## config.mk

```make
export PLATFORM = sky130hd
export DESIGN_NAME = hdmi_video_timing_flat
export DESIGN_NICKNAME = d
export VERILOG_FILES = /design/src/rtl/hdmi_video_timing_if.sv /design/src/rtl/hdmi_video_timing.sv /design/src/flat_wrapper.sv
export SDC_FILE = /design/constraint.sdc
export NUM_CORES = 1
export LEC_CHECK = 0
export ABC_AREA = 1
export CAP_MARGIN = 20
export CORE_MARGIN = 1
export CORE_UTILIZATION = 30
export CTS_BUF_LIST = sky130_fd_sc_hd__clkbuf_4
export DETAILED_ROUTE_END_ITERATION = 6
export GPL_ROUTABILITY_DRIVEN = 0
export SETUP_SLACK_MARGIN = 0.05
export SLEW_MARGIN = 20
export SYNTH_ARGS = -nofsm -noshare
export SYNTH_HDL_FRONTEND = slang
export SYNTH_SLANG_ARGS = --single-unit
```

## constraint.sdc

```tcl
create_clock -name clk -period 1.5 [get_ports clk]
set_input_delay 0.3 -clock clk [delete_from_list [all_inputs] [get_ports clk]]
set_output_delay 0.3 -clock clk [all_outputs]
set_load 0.1 [all_outputs]
```

## src/rtl/hdmi_video_timing_if.sv

```systemverilog
// hdmi_video_timing_if: raster timing bus from the timing generator (master) to the
// pixel source / TMDS encoder (slave); en is the pixel-clock enable fed back to the generator.
interface hdmi_video_timing_if;
    logic        en;
    logic        hsync;
    logic        vsync;
    logic        de;
    logic [11:0] x;
    logic [10:0] y;
    logic        line_start;
    logic        frame_start;
    modport master (input en, output hsync, vsync, de, x, y, line_start, frame_start);
    modport slave (output en, input hsync, vsync, de, x, y, line_start, frame_start);
endinterface

```

## src/rtl/hdmi_video_timing.sv

```systemverilog
// hdmi_video_timing: wrapping pixel/line counters with a registered one-cycle-late decode
// of sync, data-enable, coordinates and line/frame start pulses.
module hdmi_video_timing #(
    parameter int H_ACTIVE = 640,
    parameter int H_FP     = 16,
    parameter int H_SYNC   = 96,
    parameter int H_BP     = 48,
    parameter int V_ACTIVE = 480,
    parameter int V_FP     = 10,
    parameter int V_SYNC   = 2,
    parameter int V_BP     = 33,
    parameter bit HS_POL   = 1'b0,
    parameter bit VS_POL   = 1'b0
) (
    input logic clk,
    input logic rst,
    hdmi_video_timing_if.master vid
);
    localparam int H_TOTAL = H_ACTIVE + H_FP + H_SYNC + H_BP;
    localparam int V_TOTAL = V_ACTIVE + V_FP + V_SYNC + V_BP;
    localparam logic [11:0] H_LAST = 12'(H_TOTAL - 1);
    localparam logic [11:0] H_ACT  = 12'(H_ACTIVE);
    localparam logic [11:0] HS_BEG = 12'(H_ACTIVE + H_FP);
    localparam logic [11:0] HS_END = 12'(H_ACTIVE + H_FP + H_SYNC);
    localparam logic [10:0] V_LAST = 11'(V_TOTAL - 1);
    localparam logic [10:0] V_ACT  = 11'(V_ACTIVE);
    localparam logic [10:0] VS_BEG = 11'(V_ACTIVE + V_FP);
    localparam logic [10:0] VS_END = 11'(V_ACTIVE + V_FP + V_SYNC);

    logic [11:0] h_q, h_d, x_q, x_d;
    logic [10:0] v_q, v_d, y_q, y_d;
    logic        hsync_q, hsync_d, vsync_q, vsync_d, de_q, de_d;
    logic        ls_q, ls_d, fs_q, fs_d;
    logic        h_wrap;

    // Outputs decode the pre-advance counter value, so they lag h/v by one enabled clk.
    always_comb begin
        h_wrap  = h_q == H_LAST;
        h_d     = vid.en ? (h_wrap ? '0 : h_q + 12'd1) : h_q;
        v_d     = (vid.en && h_wrap) ? (v_q == V_LAST ? '0 : v_q + 11'd1) : v_q;
        x_d     = vid.en ? h_q : x_q;
        y_d     = vid.en ? v_q : y_q;
        de_d    = vid.en ? (h_q < H_ACT && v_q < V_ACT) : de_q;
        hsync_d = vid.en ? ((h_q >= HS_BEG && h_q < HS_END) ? HS_POL : ~HS_POL) : hsync_q;
        vsync_d = vid.en ? ((v_q >= VS_BEG && v_q < VS_END) ? VS_POL : ~VS_POL) : vsync_q;
        ls_d    = vid.en && h_q == '0;
        fs_d    = vid.en && h_q == '0 && v_q == '0;
    end

    always_ff @(posedge clk or posedge rst) begin
        if (rst) begin
            h_q     <= '0;
            v_q     <= '0;
            x_q     <= '0;
            y_q     <= '0;
            de_q    <= 1'b0;
            hsync_q <= ~HS_POL;
            vsync_q <= ~VS_POL;
            ls_q    <= 1'b0;
            fs_q    <= 1'b0;
        end else begin
            h_q     <= h_d;
            v_q     <= v_d;
            x_q     <= x_d;
            y_q     <= y_d;
            de_q    <= de_d;
            hsync_q <= hsync_d;
            vsync_q <= vsync_d;
            ls_q    <= ls_d;
            fs_q    <= fs_d;
        end
    end

    assign vid.x           = x_q;
    assign vid.y           = y_q;
    assign vid.de          = de_q;
    assign vid.hsync       = hsync_q;
    assign vid.vsync       = vsync_q;
    assign vid.line_start  = ls_q;
    assign vid.frame_start = fs_q;
endmodule

```

## src/flat_wrapper.sv

```systemverilog
// flat-port wrapper written by rule: the top's interface ports become plain ports
module hdmi_video_timing_flat 
#(
    parameter int H_ACTIVE = 640,
    parameter int H_FP     = 16,
    parameter int H_SYNC   = 96,
    parameter int H_BP     = 48,
    parameter int V_ACTIVE = 480,
    parameter int V_FP     = 10,
    parameter int V_SYNC   = 2,
    parameter int V_BP     = 33,
    parameter bit HS_POL   = 1'b0,
    parameter bit VS_POL   = 1'b0
)
  (clk, rst, vid_en, vid_hsync, vid_vsync, vid_de, vid_x, vid_y, vid_line_start, vid_frame_start);
  hdmi_video_timing_if vid_i ();
  input logic clk;
  input logic rst;
  input wire logic [$bits(vid_i.en)-1:0] vid_en;
  output wire logic [$bits(vid_i.hsync)-1:0] vid_hsync;
  output wire logic [$bits(vid_i.vsync)-1:0] vid_vsync;
  output wire logic [$bits(vid_i.de)-1:0] vid_de;
  output wire logic [$bits(vid_i.x)-1:0] vid_x;
  output wire logic [$bits(vid_i.y)-1:0] vid_y;
  output wire logic [$bits(vid_i.line_start)-1:0] vid_line_start;
  output wire logic [$bits(vid_i.frame_start)-1:0] vid_frame_start;
  assign vid_i.en = vid_en;
  assign vid_hsync = vid_i.hsync;
  assign vid_vsync = vid_i.vsync;
  assign vid_de = vid_i.de;
  assign vid_x = vid_i.x;
  assign vid_y = vid_i.y;
  assign vid_line_start = vid_i.line_start;
  assign vid_frame_start = vid_i.frame_start;
  hdmi_video_timing #(.H_ACTIVE(H_ACTIVE), .H_FP(H_FP), .H_SYNC(H_SYNC), .H_BP(H_BP), .V_ACTIVE(V_ACTIVE), .V_FP(V_FP), .V_SYNC(V_SYNC), .V_BP(V_BP), .HS_POL(HS_POL), .VS_POL(VS_POL)) u_core (.clk(clk), .rst(rst), .vid(vid_i));
endmodule
```

# == After elaboration in Yosys (flattened, before gate mapping) ==
# Cells that the tools add are included.
# op_classes
add_sub_neg,2
n_lt_le_gt_ge,6
eq_ne,2
muxes,4
reduce_logical,8
# op_table
cell,n
12-bit by 10-bit < comparator with 1-bit output (second input constant),2
11-bit by 9-bit < comparator with 1-bit output (second input constant),2
12-bit by 1-bit adder with 12-bit output (second input constant),1
12-bit by 10-bit equality test with 1-bit output (second input constant),1
12-bit by 10-bit >= comparator with 1-bit output (second input constant),1
12-bit zero test,1
12-bit 2-to-1 mux,1
11-bit by 1-bit adder with 11-bit output (second input constant),1
11-bit by 10-bit equality test with 1-bit output (second input constant),1
11-bit by 9-bit >= comparator with 1-bit output (second input constant),1
11-bit zero test,1
11-bit 2-to-1 mux,1
1-bit logical AND,6
1-bit 2-to-1 mux,2
# word_totals
reg_bits,51
in_bits,3
out_inout_bits,28

# == Longest topological paths before layout ==
# logic_depth
word_depth,3
depth_mapped,9
ltp_nobuf,9

# == Worst setup path after synthesis ==
# OpenSTA, ideal clock, no wires.
# synth_path
path_type,reg-to-reg
from,register u_core.h_q[1]
to,register u_core.v_q[0]
setup_ns,0.118
arrival_ns,1.120
required_time_ns,1.382
path_slack_ns,0.262
path_stages_with_launch,8
n_path_buf,1
cell_sequence,dfrtp_1 > ha_1 > nand2_1 > nor2_2 > nand4_2 > buf_2 > nand2_1 > o21ai_2
# synth_between
elab_chain_cells,2
# synth_lines
item,line_no,source
start: declaration,hdmi_video_timing.sv:30,"logic [11:0] h_q, h_d, x_q, x_d;"
start signal: assignment,hdmi_video_timing.sv:52,h_q <= '0;
start signal: assignment,hdmi_video_timing.sv:62,h_q <= h_d;
12-bit by 10-bit equality test with 1-bit output,hdmi_video_timing.sv:38,h_wrap = h_q == H_LAST;
1-bit logical AND,hdmi_video_timing.sv:40,v_d = (vid.en && h_wrap) ? (v_q == V_LAST ? '0 : v_q + 11'd1) : v_q;
end signal: assignment,hdmi_video_timing.sv:63,v_q <= v_d;
end: declaration,hdmi_video_timing.sv:31,"logic [10:0] v_q, v_d, y_q, y_d;"
# Every way passes these cells.
# A chain may end at the register's enable or synchronous reset.

# == Worst setup path in the final report ==
# layout_path
from,"register u_core.vsync_q, in the netlist u_core.vid.vsync"
to,output vid_vsync
# layout_rtl
item,line_no,source
start: declaration,hdmi_video_timing.sv:32,"logic hsync_q, hsync_d, vsync_q, vsync_d, de_q, de_d;"
start signal: assignment,hdmi_video_timing.sv:58,vsync_q <= ~VS_POL;
start signal: assignment,hdmi_video_timing.sv:68,vsync_q <= vsync_d;
end: declaration,flat_wrapper.sv:21,output wire logic [$bits(vid_i.vsync)-1:0] vid_vsync;
# No word-level cell between the ends.

==> impl_metrics.py <==
metrics = {
    "synth": {
        "synthCells": 301,
        "synthTopCellsByArea": "dfrtp_1, nand2_1, inv_1",
        "ys_ff_latch": 51,
        "synth.top_cell.area_share_pct": 49.2,
        "synth-edff-count": 0,
        "synth_nets": 308,
        "yosysSeqAreaShare_pct": 51.3,
        "ys_async_sr_fraction_pct": 100,
        "synth_top_cell_by_area": "dfrtp_1",
        "synth_top_family_by_area": "simple AND/OR/NAND/NOR gates",
        "synth_area_um2": 2490,
        "synthXorXnorAreaFrac_pct": 3.52,
        "synth_adder_area_share_pct": 2.01,
        "muxShareOfSynthArea_pct": 0,
        "yosysMostFrequentCell": "nand2_1",
        "synth_flop_cell": "dfrtp_1",
        "ys_types": 28,
        "synth_common_cells": "nand2_1, dfrtp_1, inv_1, nor2_1, o21ai_0",
        "yosys_warnings": 0,
        "synth_compound_area_share_pct": 7.38,
        "yosys.area_share.simple_pct": 28.5,
        "synth.avg_cell_area_um2": 8.28,
    },
    "grt": {
        "grt_first_pass_wirelength_mm": 10.0,
        "grt_usage_pct": 14.6,
        "grt_pass1_vias": 2030,
        "grt.overflow.total": 0,
        "antenna_found_initial": 0,
        "grt_max_degree": 24,
    },
    "setup_path": {
        "required_ps": 1200,
        "crit_type": "reg2out",
        "start_kind": "register",
        "cp_max_fo": 2,
        "startpoint": "u_core.vid.vsync$_DFFE_PP1P_",
        "path_buf_inv": 1,
        "crit_end": "vid_vsync",
        "rr_startpoint": "u_core.h_q[5]$_DFFE_PP0P_",
        "crit_path_end_kind": "output pin",
        "slowest_stage": "dfstp_2",
        "reg2reg_depth": 7,
        "r2r-end": "u_core.v_q[1]$_DFFE_PP0P_",
        "critPathArrivalTime_ps": 1120,
        "critPathTopFamily": "flip-flops",
        "cp.depth": 1,
        "critPathMaxStageDelay_ps": 580,
        "path_cells": "buf_12",
        "r2r_slack_ps": 120,
    },
    "layout": {
        "n_antenna_cell": 0,
        "fin_nets": 358,
        "seq_area_um2": 1280,
        "nFillCells": 755,
        "layout-drive-gt1-share_pct": 25.6,
        "multi_input_area_um2": 1060,
        "post-route-util_pct": 43.8,
        "synthToLayoutAreaGrowth_pct": 38.6,
    },
    "timing": {
        "slew_viol_final": 0,
        "grt_setup_unrepaired": "true",
        "setup_viol": 0,
        "fmax_mhz": 702,
        "hold_viol": 0,
        "tightest_slew_ps": 293,
        "relSlewSlack_pct": 80.5,
        "skew_ps": 21.0,
        "period_needed_ps": 1420,
        "period_share_pct": 95.0,
    },
    "place": {
        "io_buffers": 30,
        "place_hpwl_mm": 4.19,
    },
    "clocking": {
        "cts_tree": "yes",
        "cts.path.max_buffers": 2,
        "cts-root-buf": "clkbuf_4",
        "clock_latency_ps": 380,
        "path_clk_slew_ps": 150,
        "clock-sinks": 51,
        "ctsHtreeMaxLevel": 2,
        "cts_buffers": 5,
        "ctsHoldBuffers": 0,
    },
    "die": {
        "start_util_pct": 31.6,
        "die_y_um": 93.1,
        "core_area_um2": 7890,
        "dieArea_um2": 8670,
        "placementRows": 32,
        "die_w_um": 93.1,
        "num_io_pins": 31,
    },
    "drt": {
        "dr.pass1.iters": 4,
        "via_per_inst": 4.55,
        "ant_nets": 0,
        "wl_per_cell_um": 12.1,
        "vias": 2066,
        "wl_mm": 5.52,
        "dr.first_iter.drc_count": 78,
        "drc": 0,
    },
    "pwr": {
        "power.density_nw_per_um2": 1040,
        "vdd_drop_max_uv": 326,
        "finalPower_mw": 3.58,
        "p_leak_nw": 1.62,
    },
    "outcome": {
        "status": "finished, final reports clean",
    },
    "hold_path": {
        "hold_path_class": "in2async",
    },
    "flow_run": {
        "cap_violations": 0,
    },
}
[state kept, by name, indices dropped and copies added, names as in the netlist, 11 cells and up]
name,count
u_core.h_q,12
u_core.vid.y,11
u_core.v_q,11
u_core.vid.x,12
[worst min path at each step]
| stage | end | slack [ps] | cells past startpoint |
|---|---|---|---|
| after floorplan | u_core.h_q[0]$_DFFE_PP0P_ | 350 | 1 |
| after global placement | u_core.vid.hsync$_DFFE_PP1P_ | 500 | 2 |
| after detailed placement | u_core.h_q[6]$_DFFE_PP0P_ | 520 | 1 |
| after CTS | u_core.v_q[3]$_DFFE_PP0P_ | 200 | 2 |
| after global routing | u_core.v_q[3]$_DFFE_PP0P_ | 220 | 2 |
| final | u_core.vid.de$_DFFE_PP0P_ | 210 | 2 |
[cell usage in the layout (no fill, tap or decap), drive strengths merged]
| cell type | count |
|---|---|
| or2 | 1 |
| o21ai | 28 |
| clkdlybuf4s50 | 2 |
| a21oi | 1 |
| nand3 | 18 |
| nand2 | 93 |
| nand4 | 8 |
| nor3 | 6 |
| dfrtp | 49 |
| ha | 4 |
| o21a | 1 |
| clkbuf | 6 |
| clkinv | 2 |
| nor2 | 33 |
| dfstp | 2 |
| nand3b | 2 |
| inv | 34 |
| clkinvlp | 1 |
| xor2 | 10 |
| a41oi | 1 |
| buf | 50 |
[logic make-up (layout without fill, tap and decap cells)]
| logic type | count (synthesis) | in the layout |
|---|---|---|
| simple gates | 161 | 161 |
| flops | 51 | 51 |
| buf+inv | 44 | 95 |
| compound gates | 31 | 31 |
| xor+xnor | 10 | 10 |
| fa+ha+maj | 4 | 4 |
[where the power goes]
part,switching [mW],internal (mW)
combinational,0.808,0.448
sequential,0.188,1.52
clock,0.420,0.195
[cell type report]
| class | instances | area share [%] |
|---|---|---|
| clock buffers | 6 | 1.30 |
| repair buffers | 52 | 23.1 |
| flip-flops and latches | 51 | 37.2 |
| well taps | 102 | 3.70 |
| clock inverters | 2 | 0.254 |
| multi-input cells | 206 | 30.6 |
| inverters | 35 | 3.91 |
[what timing repair did]
| action | in CTS | in global routing |
|---|---|---|
| resized for setup | 0 | 11 |
| endpoints found under the setup margin | 0 | 18 |
| buffers inserted | 0 | 2 |
[through the flow]
stage | std cells | hold WS [ps] | setup TNS, ps | area, µm² | setup slack (ps)
2_1_floorplan | 301 | 348 | 0 | 2490 | 262
3_3_place_gp | 444 | 502 | -1740 | 3350 | -158
3_5_place_dp | 444 | 517 | -2330 | 3350 | -243
4_1_cts | 452 | 205 | 0 | 3410 | 60.2
5_1_grt | 454 | 217 | -2.83 | 3450 | -2.83
6_report | 454 | 209 | 0 | 3450 | 75.1
[layer usage]
| layer | global-route usage [%] | vias to the layer above | routed length (µm) |
|---|---|---|---|
| met5 | 0 | - | 0 |
| met4 | 3.97 | 0 | 70 |
| met3 | 2.76 | 6 | 228 |
| met2 | 21.2 | 47 | 2350 |
| met1 | 22.0 | 963 | 2860 |
| li1 | - | 1050 | - |
No activity file was read; power rests on OpenSTA's default activity.
